===== src/rtl/cprs_4_2_dec.sv =====
// rtl/cprs_4_2_dec.sv - 4:2 compressor symbol decoder with FIFO and saturating ones accumulator
// Optional error counter enabled by defining CPRS_DEC_ERRCNT_EN.
module cprs_4_2_dec #(
    parameter int DEPTH = 4,
    parameter int ACC_W = 12
) (
    input  logic             clk,
    input  logic             rst,
    input  logic             in_valid,
    output logic             in_ready,
    input  logic [1:0]       in_code,
    input  logic             in_err,
    output logic             out_valid,
    input  logic             out_ready,
    output logic [3:0]       out_word,
    input  logic             acc_clr,
    output logic [ACC_W-1:0] acc,
    output logic [7:0]       err_cnt
);
    localparam int PTR_W = $clog2(DEPTH);
    localparam int CNT_W = PTR_W + 1;

    logic [3:0]       mem_q [DEPTH];
    logic [PTR_W-1:0] wr_ptr_q, rd_ptr_q;
    logic [CNT_W-1:0] count_q, count_d;
    logic [ACC_W-1:0] acc_q, acc_d, acc_base;
    logic [ACC_W:0]   acc_sum;
    logic [2:0]       pop_ones;
    logic [3:0]       dec_word;
    logic             push, pop;

    assign in_ready  = (count_q != CNT_W'(DEPTH));
    assign out_valid = (count_q != '0);
    assign out_word  = out_valid ? mem_q[rd_ptr_q] : 4'b0000;
    assign push      = in_valid && in_ready;
    assign pop       = out_valid && out_ready;
    assign acc       = acc_q;

    always_comb begin
        dec_word = 4'b0000;
        if (in_err) begin
            dec_word = 4'b1111;
        end else begin
            case (in_code)
                2'd0:    dec_word = 4'b0000;
                2'd1:    dec_word = 4'b0001;
                2'd2:    dec_word = 4'b0011;
                default: dec_word = 4'b0111;
            endcase
        end
    end

    always_comb begin
        count_d = count_q;
        case ({push, pop})
            2'b10:   count_d = count_q + CNT_W'(1);
            2'b01:   count_d = count_q - CNT_W'(1);
            default: count_d = count_q;
        endcase
    end

    // Clear is applied before the add so a coincident pop still counts.
    always_comb begin
        pop_ones = {2'b00, out_word[0]} + {2'b00, out_word[1]}
                 + {2'b00, out_word[2]} + {2'b00, out_word[3]};
        acc_base = acc_clr ? '0 : acc_q;
        acc_sum  = {1'b0, acc_base} + (pop ? (ACC_W+1)'(pop_ones) : '0);
        acc_d    = acc_sum[ACC_W] ? '1 : acc_sum[ACC_W-1:0];
    end

    always_ff @(posedge clk) begin
        if (rst) begin
            wr_ptr_q <= '0;
            rd_ptr_q <= '0;
            count_q  <= '0;
            acc_q    <= '0;
        end else begin
            if (push) wr_ptr_q <= wr_ptr_q + PTR_W'(1);
            if (pop)  rd_ptr_q <= rd_ptr_q + PTR_W'(1);
            count_q <= count_d;
            acc_q   <= acc_d;
        end
    end

    // Storage needs no reset: out_word is masked while the FIFO is empty.
    always_ff @(posedge clk) begin
        if (push) mem_q[wr_ptr_q] <= dec_word;
    end

`ifdef CPRS_DEC_ERRCNT_EN
    logic [7:0] err_cnt_q;
    always_ff @(posedge clk) begin
        if (rst) begin
            err_cnt_q <= 8'd0;
        end else if (push && in_err && (err_cnt_q != 8'hFF)) begin
            err_cnt_q <= err_cnt_q + 8'd1;
        end
    end
    assign err_cnt = err_cnt_q;
`else
    assign err_cnt = 8'd0;
`endif
endmodule


===== config.mk =====
export PLATFORM = sky130hd
export DESIGN_NAME = cprs_4_2_dec
export DESIGN_NICKNAME = d
export VERILOG_FILES = /design/src/rtl/cprs_4_2_dec.sv
export SDC_FILE = /design/constraint.sdc
export NUM_CORES = 1
export LEC_CHECK = 0
export CORE_MARGIN = 8
export CORE_UTILIZATION = 55
export DETAILED_ROUTE_END_ITERATION = 16
export DONT_BUFFER_PORTS = 1
export PLACE_DENSITY = 0.7
export SLEW_MARGIN = 25
export SYNTH_ARGS = -nofsm -noshare
export SYNTH_HDL_FRONTEND = slang
export SYNTH_SLANG_ARGS = --single-unit

===== constraint.sdc =====
create_clock -name clk -period 4.55 [get_ports clk]
set_clock_uncertainty 0.05 [all_clocks]
set_input_delay 0.91 -clock clk [delete_from_list [all_inputs] [get_ports clk]]
set_output_delay 0.91 -clock clk [all_outputs]
set_load 0.02 [all_outputs]

==> impl_summary.md <==
Status
The run finished with clean final reports.

Floorplan
The number of top-level design ports is 34. In this run the vertical extent of the chip is approximately 77 um. The initial utilization of the core area, before any placement, comes to a little under three fifths.

The die covers about 0.0059 mm2. The number of placement rows is 22. In this run the standard cell core region covers about 0.0036 mm2. The width of the die is between 70 and 80 um.

Clock network
In this run the post-CTS setup repair buffer count came out at 0. The number of clock sinks is 37. The TritonCTS clock tree is yes. In this run, post-CTS hold repair placed 0 buffers. After clock tree synthesis, the repair step resized 0 gates.

After clock tree synthesis, the clock-pin slew on the worst setup and hold paths is 100 ps. For the worst-skew pair, the clock arrives at the later sink with an insertion delay of ~340 ps. The number of buffers on the longest clock path is 2. The master cell of the clock root buffer is clkbuf_4. The total number of H-tree levels is 2. The number of buffers inserted during clock tree synthesis is 5.

Yosys
dfxtp_1 is the most common cell in the netlist. The number of flops mapped to enable cells by yosys is 16. The top cell type by total area after synthesis is edfxtp_1. Synthesis produced a netlist whose cell count is about 180. The fraction of registers with async set/reset is 0%. Sorting the synthesized cells by how often they occur yields 21 x dfxtp_1, 16 x edfxtp_1, 14 x inv_1. Yosys mapped the design onto 53 distinct sky130hd cell types. The synthesized design contains 37 register bits. The sequential share of the synthesized area is roughly 45%. By area the synthesized netlist is led by edfxtp_1 24%, dfxtp_1 21%, ha_1 6.2%, fa_1 3.0%, buf_4 3.0%.

The mean instance size in the synthesized netlist is around 11 um2. During synthesis, Yosys emitted a total of 0 warnings. The flip-flop cell with the highest count after synthesis is dfxtp_1. The synthesized netlist occupies a cell area of between 0.002 and 0.0025 mm2. Summed over its instances, the top area cell type makes up between 20% and 30% of the synthesized netlist area.

Finish
The number of nets in the finished design is 202. After the flow finishes, the layout carries non-filler instances totaling 230. The number of fill cells is between 300 and 400. The antenna diode instance count is 0. The area growth from synthesis to layout is 2.67%. The share of final-layout standard cells stronger than drive strength 1 is 14.8%.

Route
For this block, the initial DRC count from the detailed router was 66. The overall routed net length is 3.36 mm. In the routed layout, each cell is associated on average with a via count of 5.52. The average wire length per cell after detail routing is 14.6 um. Before antenna repair, the detailed router went through 4 iterations. In this run the remaining antenna-violating nets after routing total 0. The routed layout has 1,270 vias. The remaining routing DRC violations is 0.

GRT
The overall overflow remaining after global route is 0. The overall fraction of global-route tracks in use is between 10% and 20%. The number of global-route vias before repair is 1,284. The largest net degree at the start of global routing is 23. The number of antenna violations at the first check in global routing is 0.

The first global-routing pass estimated approximately 5.9 mm of wire.

Placed design
During placement, the flow inserted port buffers numbering 0. The half-perimeter wire length of the detailed placement result is ~2.6 mm. The worst-case setup slack after placement is between 700 and 800 ps. The number of cells after detailed placement is between 200 and 250. The final weighted congestion in routability-driven placement is roughly 0.76.

Worst setup path
The top fanout value on the critical path is 10. The critical path is of the reg -> reg type. The critical path launch point type is a flop. The endpoint type of the worst setup path is a flop. The data arrival time of the critical path is approximately 4000 ps.

The data required time of the critical path is ~4800 ps.

Timing
Setup repair after global routing left no endpoint under its margin. The worst path uses around 84% of the clock period. The upper clock frequency limit is about 0.26 GHz.

The final worst-path setup slack is roughly 710 ps. The worst-case hold slack is about 450 ps. The number of slew-limit violations in the final report is 0. The aggregate negative setup slack is 0 ps. The smallest clock period supported by the final layout is computed as around 3800 ps. Setup violations remaining at the end of the flow were counted as 0. The final-report hold violation count is 0.

Pwr
Per report_power, the combinational group accounts for a little over a third of the total. The clock power share is between 10% and 20%. The power dissipated by switching net loads is between 0.3 and 0.4 mW.

The switching part of the total power is between 30% and 40%. The sequential power share is a little under half. The sum of internal, switching and leakage power is 0.945 mW. The total power per unit cell area is 457 mW/mm2. VDD sags by at most around 0.26 mV.

The internal power component is 0.581 mW. In this run the static leakage power is approximately 0.8 nW.

Job
Across the run, the number of max-cap violations was 0.

Hold path
The path class of the tightest hold or removal check is reg -> reg.
## layout make-up
| type | count | area (um2) | share of cell area (%) |
|---|---|---|---|
| clock buffers | 5 | 37.5 | 1.81 |
| clock inverters | 3 | 17.5 | 0.847 |
| inverters | 15 | 56.3 | 2.72 |
| multi-input cells | 122 | 996 | 48.2 |
| flip-flops and latches | 37 | 901 | 43.6 |
| well taps | 48 | 60.1 | 2.90 |
## cell families after synthesis
kind of cell	synth area share, %
AND/OR/NAND/NOR	19.1
flip-flops	44.7
AO/OA/AOI/OAI	11.1
buffers and inverters	7.14
adder cells (fa/ha/maj)	9.19
XOR/XNOR	4.29
multiplexers	4.29
other	0.186
## per-stage QoR
stage          cell area, um2  util (%)
6_report                 2070      57.8
5_1_grt                  2070      57.8
4_1_cts                  2070      57.8
3_5_place_dp             2010      56.3
3_3_place_gp             2010      56.3
2_1_floorplan            2040         -
## worst max-delay path, cell delays in order (launching register included)
cell	delay, ps
dfxtp_1	390
or3_1	430
o211a_1	360
inv_1	80
fa_1	480
inv_1	40
ha_1	250
and3_1	170
ha_1	260
fa_1	440
a21oi_2	320
nor3_4	120
and3_1	190
nor4_2	180
## per-layer routing
metal  GRT usage (%)  routed length, um
met3            6.01                230
met4            3.46                 31
met5               0                  0
met2            19.9               1600
met1            13.4               1500
## state kept, by name, summed over array words and instances (netlist names), named ones only
register,cells
acc,12
count_q,3
mem_q,16
rd_ptr_q,2
wr_ptr_q,2
## worst paths after layout
| check | start | to | slack, ps | cells past startpoint |
|---|---|---|---|---|
| max | count_q[0] | acc[8] | 710 | 13 |
| min | wr_ptr_q[1] | wr_ptr_q[1] | 450 | 2 |
| max reg2reg | count_q[0] | acc[8] | 710 | 13 |
| min reg2reg | wr_ptr_q[1] | wr_ptr_q[1] | 450 | 2 |
## power groups by stage
stage                     clock network (mW)  registers, mW  logic [mW]
final                                  0.164          0.438       0.343
after global routing                   0.186          0.447       0.399
after CTS                              0.169          0.439       0.348
after detailed placement                   0          0.447       0.346
after global placement                     0          0.445       0.335
after floorplan                            0          0.429       0.319
## cell usage in the layout (no fill, tap or decap), types with 4 or more instances in the layout
master	Yosys	final
ha_1	10	10
dfxtp_1	21	21
a21oi_1	11	11
conb_1	1	8
xnor2_1	5	5
clkbuf_4	0	5
nand2_1	7	7
and3_1	9	9
or3_1	4	4
nor2b_1	6	6
edfxtp_1	16	16
inv_1	14	14
nor2_1	8	8
(Power assumes the default switching activity.)
